==> config.mk <==
export PLATFORM = sky130hd
export DESIGN_NAME = vga_scan_out
export DESIGN_NICKNAME = d
export VERILOG_FILES = /design/src/rtl/vga_scan_out.sv
export SDC_FILE = /design/constraint.sdc
export NUM_CORES = 1
export LEC_CHECK = 0
export ABC_AREA = 1
export CAP_MARGIN = 20
export CORE_MARGIN = 5
export CORE_UTILIZATION = 49
export CTS_CLUSTER_DIAMETER = 50
export DETAILED_ROUTE_END_ITERATION = 6
export GPL_TIMING_DRIVEN = 0
export PLACE_DENSITY = 0.85
export SLEW_MARGIN = 20
export SYNTH_ARGS = -nofsm -noshare
export SYNTH_HDL_FRONTEND = slang
export SYNTH_SLANG_ARGS = --single-unit
==> constraint.sdc <==
create_clock -name Clk -period 4.2 [get_ports Clk]
set_clock_uncertainty 0.2 [all_clocks]
set_input_delay 0.84 -clock Clk [delete_from_list [all_inputs] [get_ports Clk]]
set_output_delay 0.84 -clock Clk [all_outputs]
set_load 0.02 [all_outputs]
==> src/rtl/vga_scan_out.sv <==
// 640x480@60 raster generator: divide-by-2 pixel enable, scan counters,
// one-pixel-delayed sync/blank/colour output registers and a per-frame tick.
module vga_scan_out #(
    parameter int H_ACTIVE = 640,
    parameter int H_FP     = 16,
    parameter int H_SYNC   = 96,
    parameter int H_BP     = 48,
    parameter int V_ACTIVE = 480,
    parameter int V_FP     = 10,
    parameter int V_SYNC   = 2,
    parameter int V_BP     = 33
) (
    input  logic        Clk,
    input  logic        Reset,
    input  logic [23:0] color_data,
    output logic [9:0]  DrawX,
    output logic [9:0]  DrawY,
    output logic        VGA_CLK,
    output logic        VGA_HS,
    output logic        VGA_VS,
    output logic        VGA_BLANK_N,
    output logic [7:0]  VGA_R,
    output logic [7:0]  VGA_G,
    output logic [7:0]  VGA_B,
    output logic        frame_clk,
    output logic        frame_tick
);

    localparam int H_TOTAL = H_ACTIVE + H_FP + H_SYNC + H_BP;
    localparam int V_TOTAL = V_ACTIVE + V_FP + V_SYNC + V_BP;

    localparam logic [9:0] H_MAX        = 10'(H_TOTAL - 1);
    localparam logic [9:0] V_MAX        = 10'(V_TOTAL - 1);
    localparam logic [9:0] H_ACT_END    = 10'(H_ACTIVE);
    localparam logic [9:0] V_ACT_END    = 10'(V_ACTIVE);
    localparam logic [9:0] H_SYNC_START = 10'(H_ACTIVE + H_FP);
    localparam logic [9:0] H_SYNC_END   = 10'(H_ACTIVE + H_FP + H_SYNC);
    localparam logic [9:0] V_SYNC_START = 10'(V_ACTIVE + V_FP);
    localparam logic [9:0] V_SYNC_END   = 10'(V_ACTIVE + V_FP + V_SYNC);

    logic        pix_en;
    logic        advance;
    logic [9:0]  hc;
    logic [9:0]  vc;
    logic [9:0]  hc_nxt;
    logic [9:0]  vc_nxt;
    logic        hs0;
    logic        vs0;
    logic        act0;
    logic        frame_start;
    logic        hs_q;
    logic        vs_q;
    logic        blank_q;
    logic [23:0] rgb_q;

    // pix_en rises on the edges that advance the raster, so VGA_CLK's rising
    // edge coincides with a new DrawX/DrawY.
    assign advance = !pix_en;

    always_comb begin
        hc_nxt = hc + 10'd1;
        vc_nxt = vc;
        if (hc == H_MAX) begin
            hc_nxt = 10'd0;
            vc_nxt = (vc == V_MAX) ? 10'd0 : vc + 10'd1;
        end
    end

    always_comb begin
        hs0  = !((hc >= H_SYNC_START) && (hc < H_SYNC_END));
        vs0  = !((vc >= V_SYNC_START) && (vc < V_SYNC_END));
        act0 = (hc < H_ACT_END) && (vc < V_ACT_END);
    end

    // Stepping onto the first pixel of the first vsync line is where vs0 falls.
    assign frame_start = (hc == H_MAX) && (vc_nxt == V_SYNC_START);

    always_ff @(posedge Clk) begin
        if (Reset) begin
            pix_en     <= 1'b0;
            hc         <= 10'd0;
            vc         <= 10'd0;
            hs_q       <= 1'b1;
            vs_q       <= 1'b1;
            blank_q    <= 1'b1;
            rgb_q      <= 24'd0;
            frame_tick <= 1'b0;
        end else begin
            pix_en     <= !pix_en;
            frame_tick <= 1'b0;
            if (advance) begin
                hc         <= hc_nxt;
                vc         <= vc_nxt;
                hs_q       <= hs0;
                vs_q       <= vs0;
                blank_q    <= act0;
                rgb_q      <= act0 ? color_data : 24'd0;
                frame_tick <= frame_start;
            end
        end
    end

    assign DrawX       = hc;
    assign DrawY       = vc;
    assign VGA_CLK     = pix_en;
    assign VGA_HS      = hs_q;
    assign VGA_VS      = vs_q;
    assign frame_clk   = vs_q;
    assign VGA_BLANK_N = blank_q & !Reset;
    assign VGA_R       = rgb_q[23:16];
    assign VGA_G       = rgb_q[15:8];
    assign VGA_B       = rgb_q[7:0];

endmodule

==> results.md <==
* Outcome: finished clean
* Crit path arrival time at 2170 ps
* I/O Pins at 76
* # Post-CTS Setup Buffers at 0
* Clk sinks at roughly 50
* Die height at 77.8 µm
* Post-DP HPWL at between 4000 and 5000 µm
* Setup TNS at 0 ps
* Core area at around 4400 µm²
* Root Buffer: clkbuf_8
* Vias in the first global route at about 2300
* Die Wd at 77.8 µm
* Synth warn at 0
* CP max stage cell: clkdlybuf4s50_1
* Port buffer count at 74
* RSZ-0062 raised after global routing: false
* Asr flop ratio synth at 0
* Register area share after synthesis at 0.435
* WL per Instance at between 10 and 15 µm
* Routability cong. at ~0.96
* Worst-Skew Late Latency at just over 300 ps
* Critical Path RT at 3160 ps
* CP endpoint kind: output port
* Netlist cell types at 29
* Achievable frequency at 0.311 GHz
* Worst setup path category: in -> out
* Syn Nets at around 350
* CTS-repair resized insts at 0
* DP Area at between 3000 and 4000 µm²
* Multi-input logic area at 1100 µm²
* DRC Markers at 0
* Starting Density at 0.511
* Hold Path Class: reg -> reg
* Post-Syn Area at between 2000 and 2500 µm²
* Slew @ Worst Pin at around 520 ps
* Maxcap violations at 0
* Total GRT Usage at 0.206
* Crit-path most repeated cell: clkbuf_1
* Final min period at 3210 ps
* PwrDens at 322 nW/µm²
* Via/cell ratio at 5.16
* CTS tree: built
* Final net count at approximately 430
* EDFF count, synth at 0
* Via count at 2343
* Total wire length at around 6100 µm
* Final setup fails at 0
* Mapped Avg Cell Area at between 7 and 8 µm²
* Max-slew violations at 0
* H-tree depth at 2
* Mapped Cells at 320
* Final worst-path cycle share at 0.764
* Clock slew at reported path FFs at about 90 ps
* Layout cell share with drive strength beyond 1 at 0.0647
* Drt first pass iters at 4
* CP Capture Point: VGA_BLANK_N
* Num CTS Buffers at 5
* Filler cells at between 300 and 400
* CP peak stage delay at between 500 and 600 ps
* Crit start category: input pin
* Worst-path maximum fanout at 10
* Flops & latches, synth at approximately 50
* Hold_ws at ~270 ps
* Worst-path cell chain: clkbuf_1 > clkbuf_1 > nor2_1 > clkdlybuf4s50_1
* Relative slew slack at 0.653
* Ys flop type: dfxtp_1
* Antenna viol nets, final at 0
* Die area at 6060 µm²
* Cells on worst reg2reg path at 11
* Fin area at between 3000 and 4000 µm²
* Initial antenna violation count at 0
* Register-to-register setup slack at about 2200 ps
* Register area at between 900 and 1000 µm²
* # hold bufs at CTS at 0
* Largest net degree at the start of global routing at 17
* First-pass GRT wire length at just over 10000 µm
* Global route total overflow at 0
* Initial drt markers at 230
* P&R area growth vs syn at 40.2%
* Pre-CTS setup slack at between 900 and 1000 ps
* CTS max path bufs at 2
* Hold Path Depth at 2
* Crit path launch: Reset
* # diodes at 0
* Reg-to-Reg End: frame_tick
* # rows at 24
* P_leak at roughly 1.2 nW
* Worst VDD drop at 260 µV
* Final WS setup at approximately 990 ps
* Reg2Reg Launch Point: DrawY[0]
* Hold Vio Cnt, Final at 0
[power by group]
group	internal (mW)	switching, mW	total [mW]
clock	0.137	0.170	0.307
combinational	0.0923	0.104	0.196
sequential	0.491	0.0221	0.513
total	0.721	0.296	1.02
[registers in the layout, summed over array words and instances (netlist names)]
register and flops:
VGA_HS 1, DrawX 10, frame_tick 1, VGA_CLK 1, VGA_VS 1, rgb_q 24, blank_q 1, DrawY 10
[kinds of logic (layout without fill, tap and decap cells)]
group                    after synthesis  in the layout  synth area share
AO/OA/AOI/OAI                         57             57             0.134
XOR/XNOR                               4              4            0.0155
adder cells (fa/ha/maj)                5              5            0.0277
buffers and inverters                 41            123            0.0777
flip-flops                            49             49             0.435
AND/OR/NAND/NOR                      164            164             0.310
[stage by stage]
step                power (mW)  std cells  utilization
floorplan                0.622        320            -
global placement         0.717        446        0.693
detailed placement       0.721        446        0.693
CTS                       1.02        454        0.716
global route              1.06        454        0.716
finish                    1.02        454        0.716
[per-layer routing]
layer | share of wire | GRT usage | vias up
li1 | - | - | 1193
met1 | 0.39 | 0.225 | 1037
met2 | 0.46 | 0.339 | 101
met3 | 0.13 | 0.0926 | 12
met4 | 0.022 | 0.0962 | 0
met5 | 0 | 0 | -
[worst min path at each step]
stage / from / slack (ps) / endpoint
CTS: rgb_q[15] / 270 / rgb_q[15]
global route: rgb_q[22] / 290 / rgb_q[22]
floorplan: blank_q / 240 / blank_q
detailed placement: rgb_q[15] / 250 / rgb_q[15]
finish: rgb_q[6] / 270 / rgb_q[6]
global placement: rgb_q[15] / 240 / rgb_q[15]
[synthesized netlist by cell type (2+ instances only)]
| cell | number | area, µm² |
|---|---|---|
| nand2_1 | 96 | 360 |
| dfxtp_1 | 49 | 981 |
| a21oi_1 | 33 | 165 |
| nor2_1 | 30 | 113 |
| inv_1 | 26 | 97.6 |
| nand3_1 | 14 | 70.1 |
| o21ai_0 | 14 | 70.1 |
| clkbuf_1 | 6 | 22.5 |
| nand4_1 | 6 | 37.5 |
| a31oi_1 | 5 | 31.3 |
| ha_1 | 5 | 62.6 |
| nor2_2 | 5 | 31.3 |
| nand2_2 | 4 | 25.0 |
| nor3_1 | 4 | 20.0 |
| buf_4 | 3 | 22.5 |
| buf_1 | 2 | 7.51 |
| nor2_4 | 2 | 22.5 |
| o211ai_1 | 2 | 15.0 |
| o22ai_1 | 2 | 12.5 |
| xnor2_1 | 2 | 17.5 |
| xor2_1 | 2 | 17.5 |
[cell type report]
cell class,count,share of cell area
flip-flops and latches,49,0.310
inverters,27,0.0321
multi-input cells,230,0.348
clock buffers,6,0.0261
clock inverters,2,0.00554
plain buffers,14,0.0234
repair buffers,74,0.234
well taps,52,0.0206
[worst max-delay path: cells and delay by family]
family | cells | cell delay (ps)
buffers and inverters | 3 | 1230
and+or+nand+nor | 1 | 100
[placed cells by master, fill, tap and decap left out, drive strengths merged]
master / instances
nand2: 100
clkdlybuf4s50: 74
dfxtp: 49
nor2: 37
a21oi: 33
inv: 27
nand3: 14
o21ai: 14
clkbuf: 13
buf: 7
nand4: 6
a31oi: 5
ha: 5
nor3: 4
xnor2: 2
o22ai: 2
xor2: 2
o211ai: 2
clkinv: 2
nor3b: 1
or2: 1
o21a: 1
nor4: 1
No activity file was read; power rests on OpenSTA's default activity.
